[src/rtl/line_mem_arbiter_if.sv]
// Bundle of the I-cache, D-cache and memory line-transfer signals around the arbiter.
// slave is the arbiter's view; master is the caches/memory view.
interface line_mem_arbiter_if #(
    parameter int ADDR_WIDTH      = 32,
    parameter int CACHE_LINE_SIZE = 256
);
    logic                       i_strobe;
    logic [ADDR_WIDTH-1:0]      i_addr;
    logic                       i_done;
    logic [CACHE_LINE_SIZE-1:0] i_datain;

    logic                       d_strobe;
    logic [ADDR_WIDTH-1:0]      d_addr;
    logic                       d_rw;
    logic [CACHE_LINE_SIZE-1:0] d_dataout;
    logic                       d_done;
    logic [CACHE_LINE_SIZE-1:0] d_datain;

    logic                       m_strobe;
    logic [ADDR_WIDTH-1:0]      m_addr;
    logic                       m_rw;
    logic [CACHE_LINE_SIZE-1:0] m_dout;
    logic                       m_done;
    logic [CACHE_LINE_SIZE-1:0] m_din;

    modport slave (
        input  i_strobe, i_addr, d_strobe, d_addr, d_rw, d_dataout, m_done, m_din,
        output i_done, i_datain, d_done, d_datain, m_strobe, m_addr, m_rw, m_dout
    );

    modport master (
        output i_strobe, i_addr, d_strobe, d_addr, d_rw, d_dataout, m_done, m_din,
        input  i_done, i_datain, d_done, d_datain, m_strobe, m_addr, m_rw, m_dout
    );
endinterface

[src/rtl/line_mem_arbiter.sv]
// Shares one line-wide memory port between the I-cache and D-cache with round-robin
// arbitration and a single outstanding transaction.
module line_mem_arbiter #(
    parameter int ADDR_WIDTH      = 32,
    parameter int CACHE_LINE_SIZE = 256
) (
    input  logic                clk,
    input  logic                rst,
    line_mem_arbiter_if.slave   bus
);
    typedef enum logic [1:0] {IDLE, ISSUE, WAIT, RESP} state_e;
    localparam logic PORT_I = 1'b0;
    localparam logic PORT_D = 1'b1;

    state_e                     state_q, state_d;
    logic                       i_pend_q, i_pend_d, d_pend_q, d_pend_d;
    logic [ADDR_WIDTH-1:0]      i_addr_q, i_addr_d, d_addr_q, d_addr_d;
    logic                       d_rw_q, d_rw_d;
    logic [CACHE_LINE_SIZE-1:0] d_wdata_q, d_wdata_d;
    logic                       grant_q, grant_d, last_grant_q, last_grant_d;
    logic                       m_strobe_q, m_strobe_d, m_rw_q, m_rw_d;
    logic [ADDR_WIDTH-1:0]      m_addr_q, m_addr_d;
    logic [CACHE_LINE_SIZE-1:0] m_dout_q, m_dout_d;
    logic                       i_done_q, i_done_d, d_done_q, d_done_d;
    logic [CACHE_LINE_SIZE-1:0] i_datain_q, i_datain_d, d_datain_q, d_datain_d;
    logic                       i_clear, d_clear, i_accept, d_accept;

    always_comb begin
        state_d      = state_q;
        grant_d      = grant_q;
        last_grant_d = last_grant_q;
        m_strobe_d   = 1'b0;
        m_addr_d     = m_addr_q;
        m_rw_d       = m_rw_q;
        m_dout_d     = m_dout_q;
        i_done_d     = 1'b0;
        d_done_d     = 1'b0;
        i_datain_d   = i_datain_q;
        d_datain_d   = d_datain_q;

        unique case (state_q)
            IDLE: begin
                if (i_pend_q || d_pend_q) begin
                    // D wins when it is alone or when I was served last.
                    grant_d    = (d_pend_q && (!i_pend_q || last_grant_q == PORT_I)) ? PORT_D : PORT_I;
                    m_strobe_d = 1'b1;
                    state_d    = ISSUE;
                    if (grant_d == PORT_D) begin
                        m_addr_d = d_addr_q;
                        m_rw_d   = d_rw_q;
                        m_dout_d = d_wdata_q;
                    end else begin
                        m_addr_d = i_addr_q;
                        m_rw_d   = 1'b0;
                        m_dout_d = '0;
                    end
                end
            end
            ISSUE: state_d = WAIT;
            WAIT: begin
                if (bus.m_done) begin
                    if (grant_q == PORT_I) begin
                        i_datain_d = bus.m_din;
                        i_done_d   = 1'b1;
                    end else begin
                        // m_rw_q still holds the granted direction; d_rw_q may be reloaded in RESP.
                        if (!m_rw_q) d_datain_d = bus.m_din;
                        d_done_d = 1'b1;
                    end
                    state_d = RESP;
                end
            end
            RESP: begin
                last_grant_d = grant_q;
                state_d      = IDLE;
            end
            default: state_d = IDLE;
        endcase
    end

    // A port frees up in its done cycle, so a strobe in that same cycle is taken.
    always_comb begin
        i_clear   = (state_q == RESP) && (grant_q == PORT_I);
        d_clear   = (state_q == RESP) && (grant_q == PORT_D);
        i_accept  = bus.i_strobe && (!i_pend_q || i_clear);
        d_accept  = bus.d_strobe && (!d_pend_q || d_clear);
        i_pend_d  = i_accept ? 1'b1 : (i_clear ? 1'b0 : i_pend_q);
        d_pend_d  = d_accept ? 1'b1 : (d_clear ? 1'b0 : d_pend_q);
        i_addr_d  = i_accept ? bus.i_addr    : i_addr_q;
        d_addr_d  = d_accept ? bus.d_addr    : d_addr_q;
        d_rw_d    = d_accept ? bus.d_rw      : d_rw_q;
        d_wdata_d = d_accept ? bus.d_dataout : d_wdata_q;
    end

    always_ff @(posedge clk) begin
        if (!rst) begin
            state_q      <= IDLE;
            i_pend_q     <= 1'b0;
            d_pend_q     <= 1'b0;
            i_addr_q     <= '0;
            d_addr_q     <= '0;
            d_rw_q       <= 1'b0;
            d_wdata_q    <= '0;
            grant_q      <= PORT_I;
            last_grant_q <= PORT_I;
            m_strobe_q   <= 1'b0;
            m_addr_q     <= '0;
            m_rw_q       <= 1'b0;
            m_dout_q     <= '0;
            i_done_q     <= 1'b0;
            d_done_q     <= 1'b0;
            i_datain_q   <= '0;
            d_datain_q   <= '0;
        end else begin
            state_q      <= state_d;
            i_pend_q     <= i_pend_d;
            d_pend_q     <= d_pend_d;
            i_addr_q     <= i_addr_d;
            d_addr_q     <= d_addr_d;
            d_rw_q       <= d_rw_d;
            d_wdata_q    <= d_wdata_d;
            grant_q      <= grant_d;
            last_grant_q <= last_grant_d;
            m_strobe_q   <= m_strobe_d;
            m_addr_q     <= m_addr_d;
            m_rw_q       <= m_rw_d;
            m_dout_q     <= m_dout_d;
            i_done_q     <= i_done_d;
            d_done_q     <= d_done_d;
            i_datain_q   <= i_datain_d;
            d_datain_q   <= d_datain_d;
        end
    end

    assign bus.m_strobe = m_strobe_q;
    assign bus.m_addr   = m_addr_q;
    assign bus.m_rw     = m_rw_q;
    assign bus.m_dout   = m_dout_q;
    assign bus.i_done   = i_done_q;
    assign bus.d_done   = d_done_q;
    assign bus.i_datain = i_datain_q;
    assign bus.d_datain = d_datain_q;
endmodule

[src/flat_wrapper.sv]
// flat-port wrapper written by rule: the top's interface ports become plain ports
module line_mem_arbiter_flat 
#(
    parameter int ADDR_WIDTH      = 32,
    parameter int CACHE_LINE_SIZE = 256
)
  (clk, rst, bus_i_strobe, bus_i_addr, bus_d_strobe, bus_d_addr, bus_d_rw, bus_d_dataout, bus_m_done, bus_m_din, bus_i_done, bus_i_datain, bus_d_done, bus_d_datain, bus_m_strobe, bus_m_addr, bus_m_rw, bus_m_dout);
  line_mem_arbiter_if #(.ADDR_WIDTH(ADDR_WIDTH), .CACHE_LINE_SIZE(CACHE_LINE_SIZE)) bus_i ();
  input  logic clk;
  input  logic rst;
  input wire logic [$bits(bus_i.i_strobe)-1:0] bus_i_strobe;
  input wire logic [$bits(bus_i.i_addr)-1:0] bus_i_addr;
  input wire logic [$bits(bus_i.d_strobe)-1:0] bus_d_strobe;
  input wire logic [$bits(bus_i.d_addr)-1:0] bus_d_addr;
  input wire logic [$bits(bus_i.d_rw)-1:0] bus_d_rw;
  input wire logic [$bits(bus_i.d_dataout)-1:0] bus_d_dataout;
  input wire logic [$bits(bus_i.m_done)-1:0] bus_m_done;
  input wire logic [$bits(bus_i.m_din)-1:0] bus_m_din;
  output wire logic [$bits(bus_i.i_done)-1:0] bus_i_done;
  output wire logic [$bits(bus_i.i_datain)-1:0] bus_i_datain;
  output wire logic [$bits(bus_i.d_done)-1:0] bus_d_done;
  output wire logic [$bits(bus_i.d_datain)-1:0] bus_d_datain;
  output wire logic [$bits(bus_i.m_strobe)-1:0] bus_m_strobe;
  output wire logic [$bits(bus_i.m_addr)-1:0] bus_m_addr;
  output wire logic [$bits(bus_i.m_rw)-1:0] bus_m_rw;
  output wire logic [$bits(bus_i.m_dout)-1:0] bus_m_dout;
  assign bus_i.i_strobe = bus_i_strobe;
  assign bus_i.i_addr = bus_i_addr;
  assign bus_i.d_strobe = bus_d_strobe;
  assign bus_i.d_addr = bus_d_addr;
  assign bus_i.d_rw = bus_d_rw;
  assign bus_i.d_dataout = bus_d_dataout;
  assign bus_i.m_done = bus_m_done;
  assign bus_i.m_din = bus_m_din;
  assign bus_i_done = bus_i.i_done;
  assign bus_i_datain = bus_i.i_datain;
  assign bus_d_done = bus_i.d_done;
  assign bus_d_datain = bus_i.d_datain;
  assign bus_m_strobe = bus_i.m_strobe;
  assign bus_m_addr = bus_i.m_addr;
  assign bus_m_rw = bus_i.m_rw;
  assign bus_m_dout = bus_i.m_dout;
  line_mem_arbiter #(.ADDR_WIDTH(ADDR_WIDTH), .CACHE_LINE_SIZE(CACHE_LINE_SIZE)) u_core (.clk(clk), .rst(rst), .bus(bus_i));
endmodule
[config.mk]
export PLATFORM = sky130hd
export DESIGN_NAME = line_mem_arbiter_flat
export DESIGN_NICKNAME = d
export VERILOG_FILES = /design/src/rtl/line_mem_arbiter_if.sv /design/src/rtl/line_mem_arbiter.sv /design/src/flat_wrapper.sv
export SDC_FILE = /design/constraint.sdc
export NUM_CORES = 2
export LEC_CHECK = 0
export BUFFER_PORTS_ARGS = -buffer_cell sky130_fd_sc_hd__buf_2
export CAP_MARGIN = 15
export CORE_AREA = 2 2 545 547
export DETAILED_ROUTE_END_ITERATION = 16
export DIE_AREA = 0 0 547 549
export SYNTH_ARGS = -nofsm -noshare
export SYNTH_HDL_FRONTEND = slang
export SYNTH_SLANG_ARGS = --single-unit
[constraint.sdc]
create_clock -name clk -period 1.8 [get_ports clk]
set_clock_uncertainty 0.1 [all_clocks]
set_input_delay 0 -clock clk [delete_from_list [all_inputs] [get_ports clk]]
set_output_delay 0 -clock clk [all_outputs]
set_load 0.05 [all_outputs]
## After elaboration in Yosys (flattened, before gate mapping)

Cells that the tools add are included.

- Register bits after elaboration: 1131
- Latch bits: 0
- Memory bits (writable): 0
- Bits in read-only memories: 0
- Input port bits: 582
- Output and inout port bits: 804
- Word-level logic and storage cells: 59
- Memories: 0

- $add $sub $neg: 0
- Multiply operators: 0
- Divide/modulo/power cells: 0
- Order comparisons: 0
- Equality and inequality tests: 5
- Shift operators: 0
- Mux-type cells: 14
- Bitwise gates (word level): 3
- Reductions and logical operators: 20

Operator list:

| cell | count |
|---|---|
| 256-bit two-way mux | 1 |
| 32-bit two-way mux | 1 |
| 1-bit two-way mux | 9 |
| 2-bit one-hot mux with 4 select lines | 1 |
| 2-bit AND reduction | 3 |
| 3-bit AND reduction | 2 |
| 1-bit logical AND | 5 |
| 2-bit == test, second input constant | 2 |
| 1-bit logical OR | 4 |
| 2-bit two-way mux | 2 |
| 4-bit AND reduction | 1 |
| 2-bit nonzero test | 2 |
| 1-bit NOT | 3 |
| 2-bit by 1-bit == test with 1-bit output, second input constant | 1 |
| 1-bit logical NOT | 2 |
| 2-bit logical NOT | 1 |
| 2-bit by 1-bit inequality test with 1-bit output, second input constant | 1 |
| 2-bit inequality test, second input constant | 1 |

## Longest topological paths before layout

- Depth after elaboration: 5
- Mapped depth: 9
- Gate-level depth less buffers: 5

## Least setup slack after synthesis

Ideal clock, no wire load.

- Path kind: flip-flop to flip-flop
- Start: register u_core.m_rw_q (netlist: u_core.bus.m_rw)
- End: register u_core.d_datain_q[146] (netlist: u_core.bus.d_datain[146])
- Setup time: 0.074 ns
- Arrival time: 1.789 ns
- Required time: 1.626 ns
- Setup slack: -0.164 ns
- Cell stages (with the launch flop): 8
- Path buffers: 4
- Clock period less this slack: 1.964 ns
- Cell sequence: dfxtp_1 > nand4b_2 > buf_2 > buf_2 > buf_2 > buf_2 > nand3_1 > o21ai_0

- Word-level cells in the longest chain between the ends: 2

Ends and longest elaborated chain:

| what | line | RTL |
|---|---|---|
| start, declared | line_mem_arbiter.sv:21 | `logic m_strobe_q, m_strobe_d, m_rw_q, m_rw_d;` |
| start signal, assigned | line_mem_arbiter.sv:126 | `m_rw_q <= m_rw_d;` |
| 1-bit NOT (no line) | -- |  |
| 4-bit AND reduction (no line) | -- |  |
| end signal, assigned | line_mem_arbiter.sv:131 | `d_datain_q <= d_datain_d;` |
| end, declared | line_mem_arbiter.sv:25 | `logic [CACHE_LINE_SIZE-1:0] i_datain_q, i_datain_d, d_datain_q, d_datain_d;` |

No other way between the ends.
A chain may end at the register's enable or synchronous reset.

## Final worst setup path

- Start: register u_core.state_q[1]
- End: register u_core.d_wdata_q[247]

- Word-level cells in the longest chain between the ends: 4

Ends and longest elaborated chain:

| what | line | RTL |
|---|---|---|
| start, declared | line_mem_arbiter.sv:15 | `state_e state_q, state_d;` |
| start signal, assigned | line_mem_arbiter.sv:115 | `state_q <= state_d;` |
| 2-bit == test | line_mem_arbiter.sv:84 | `d_clear = (state_q == RESP) && (grant_q == PORT_D);` |
| 1-bit logical AND | line_mem_arbiter.sv:84 |  |
| 1-bit logical OR | line_mem_arbiter.sv:86 | `d_accept = bus.d_strobe && (!d_pend_q \|\| d_clear);` |
| 1-bit logical AND | line_mem_arbiter.sv:86 |  |
| end signal, assigned | line_mem_arbiter.sv:121 | `d_wdata_q <= d_wdata_d;` |
| end, declared | line_mem_arbiter.sv:19 | `logic [CACHE_LINE_SIZE-1:0] d_wdata_q, d_wdata_d;` |

No other way between the ends.

==> flow_summary.yaml <==
run_status:
  status: "complete, but fails checks"
  violations: "negative setup slack"
global_routing:
  antenna_found_initial: 183
  grt_pass1_vias: 42480
  grt_util_all_layers: 0.1614
  grt_max_degree: 144
  grt_overflow: 0
  grt_pass1_wl_mm: 342.1
clocking:
  cts_sinks: 1131
  htreeDepth: 4
  cts_tree: "done"
  insertion_delay_ns: 0.80
  cts.path.max_buffers: 4
  clk_pin_slew_ns: 0.06
  clockRootBuffer: "clkbuf_16"
  cts_made_buffers: 143
detailed_routing:
  drt_iter0_drc: 3918
  wl_mm: 257.6
  dr.pass1.iters: 7
  routedWlPerCell_um: 22.99
  drt-vias-per-instance: 3.946
  vias: 44220
  ant_nets: 0
  drc_errors: 0
logic_synthesis:
  async_reset_ff_frac: 0
  synth_edf_count: 0
  synth_warnings: 0
  ys_types: 30
  ys_seq_elements: 1131
  synth-main-ff-cell: "dfxtp_1"
  syn-cell-area_um2: 40500
  ys_seq_area_frac: 0.5590
  synth_nets: 5020
  syn_inst: 4434
  avgSynthCellArea_um2: 9.134
finish:
  fin_util: 0.2426
  fillers: 31370
  area_delta_synth_final_pct: 76.73
  fin_nets: 7667
  drive_above_1_share: 0.2708
  fin_area_um2: 71580
sta:
  min_period_ns: 1.867
  worst_pin_slew_ns: 0.8385
  finalHoldViolations: 0
  setup_viol: 48
  fin_crit_sh: 1.037
  max-slew-margin-rel: 0.4410
  rsz0062_at_grt: "yes"
  worst_slack_ns: -0.06704
  max_freq_mhz: 535.6
  drv_slew: 0
  whs_ns: 0.05860
placement:
  dp_hpwl_mm: 198.0
  portBuffers: 1385
  routabilityCongestion: 0.9625
  dpl-instance-area_um2: 53360
power:
  p_per_area_nw_per_um2: 1043
  ir_drop_v: 0.0009005
  leakage_nw: 30.62
floorplanning:
  pin_count: 1386
  die_y_um: 549
  initial_core_util: 0.1373
  die_w_um: 547
  core_region_area_um2: 295000
  placement_rows: 200
  die_area_um2: 300300
worst_setup_path:
  arrival_ns: 2.45
  startpoint_type: "flop"
  endpoint_kind: "flop"
  required_ns: 2.38
  worst-setup-path-type: "flop to flop"
  crit_fanout: 6
run:
  drv_cap: 0
worst_hold_path:
  hold_class: "input port to flop"
[worst max-delay path, stage by stage (launching register included)]
cell,delay (ns)
dfxtp_4,0.38
ha_4,0.16
nand2_4,0.06
a21boi_4,0.18
buf_12,0.14
buf_8,0.11
buf_12,0.12
buf_12,0.16
buf_8,0.14
mux2i_2,0.22
[cells by family after synthesis]
logic type,after synthesis,synth area share
compound gates,878,0.1490
fa+ha+maj,4,0.001236
buf+inv,384,0.04306
flops,1131,0.5590
mux,322,0.07958
simple gates,1715,0.1681
[state kept, by name, indices dropped and copies added (netlist names), 2 cells and up]
signal               count
u_core.bus.d_datain    256
u_core.bus.i_datain    256
u_core.bus.m_addr       32
u_core.bus.m_dout      256
u_core.d_addr_q         32
u_core.d_wdata_q       256
u_core.i_addr_q         32
u_core.state_q           2
[routing by layer]
metal	vias to the layer above	share of wire	wire, um	track usage
li1	20340	-	-	-
met1	20910	0.40	102900	0.1937
met2	2326	0.44	113000	0.2524
met3	556	0.12	29730	0.06952
met4	86	0.044	11440	0.06342
met5	-	0.0022	559	0
[report_power, final]
group | switching [mW] | internal, mW | total (mW) | leakage [nW]
clock | 12.2 | 17.4 | 29.6 | 2.33
combinational | 11.1 | 6.28 | 17.4 | 19.1
sequential | 1.00 | 26.7 | 27.7 | 9.18
[worst paths after layout]
path	slack (ns)	end	depth (start not counted)	from
hold reg to reg	0.34	u_core.bus.m_dout[206]	1	u_core.d_wdata_q[206]
setup / recovery	-0.07	u_core.d_wdata_q[247]	9	u_core.state_q[1]
hold / removal	0.06	u_core.bus.i_datain[234]	4	bus_m_din[234]
setup reg to reg	-0.07	u_core.d_wdata_q[247]	9	u_core.state_q[1]
[cells in the mapped netlist (all sizes together), types with 3 or more instances]
library cell | number | area, um^2
a22o | 257 | 2251
inv | 3 | 11.26
ha | 4 | 50.05
mux2i | 322 | 3223
and2 | 3 | 18.77
a21boi | 260 | 1956
clkbuf | 203 | 762.0
nand2 | 1445 | 5424
nand3 | 256 | 1281
o21ai | 289 | 1450
buf | 178 | 970.9
nor2b | 3 | 18.77
a21oi | 67 | 335.3
dfxtp | 1131 | 22640
[metrics by stage]
stage / worst slack (ns) / setup TNS, ns / std cells / power [mW]
finish: -0.06704 / -0.8736 / 11210 / 74.66
CTS: -0.06136 / -1.525 / 11110 / 74.94
global route: -0.1511 / -20.31 / 11160 / 77.50
detailed placement: -0.1325 / -31.87 / 9633 / 42.29
floorplan: 0.005073 / 0 / 4434 / 36.11
global placement: -0.09031 / -20.25 / 9633 / 42.22
[repair_timing]
item / in CTS / in global routing
cloned: 10 / 13
pin swaps: 4 / 11
endpoints found under the hold margin: 962 / 0
setup endpoints to repair: 657 / 565
hold buffers: 1195 / 0
buffers inserted: 19 / 11
resized for setup: 86 / 110
[area by class of cell]
type	count	area, um^2	area share
inverter	3	13.76	0.0001923
clock buffer	203	4159	0.05810
sequential	1131	22650	0.3165
tap	3939	4928	0.06886
multi-input combinational	2919	16300	0.2277
timing repair buffer	2883	22720	0.3175
antenna	77	192.7	0.002692
clock inverter	50	611.8	0.008548
[layout by cell type (no fill, tap or decap), drive strengths merged]
cell type | netlist | routed
and4 | 1 | 1
dlygate4sd3 | 0 | 1195
nand2b | 2 | 2
a21bo | 1 | 1
nor3b | 1 | 1
clkbuf | 203 | 215
bufinv | 0 | 8
o31a | 1 | 1
o21a | 2 | 2
a22o | 257 | 257
and2 | 3 | 3
nand2 | 1445 | 1445
clkinvlp | 0 | 7
mux2i | 322 | 322
o21ai | 289 | 289
a21boi | 260 | 260
nand3 | 256 | 256
nand4b | 1 | 1
buf | 178 | 1676
a22oi | 1 | 1
and3b | 1 | 1
clkinv | 0 | 21
diode | 0 | 77
ha | 4 | 4
a21oi | 67 | 67
dfxtp | 1131 | 1131
nand3b | 1 | 1
and3 | 1 | 1
nor2b | 3 | 3
inv | 3 | 17
No activity file was read; power rests on OpenSTA's default activity.
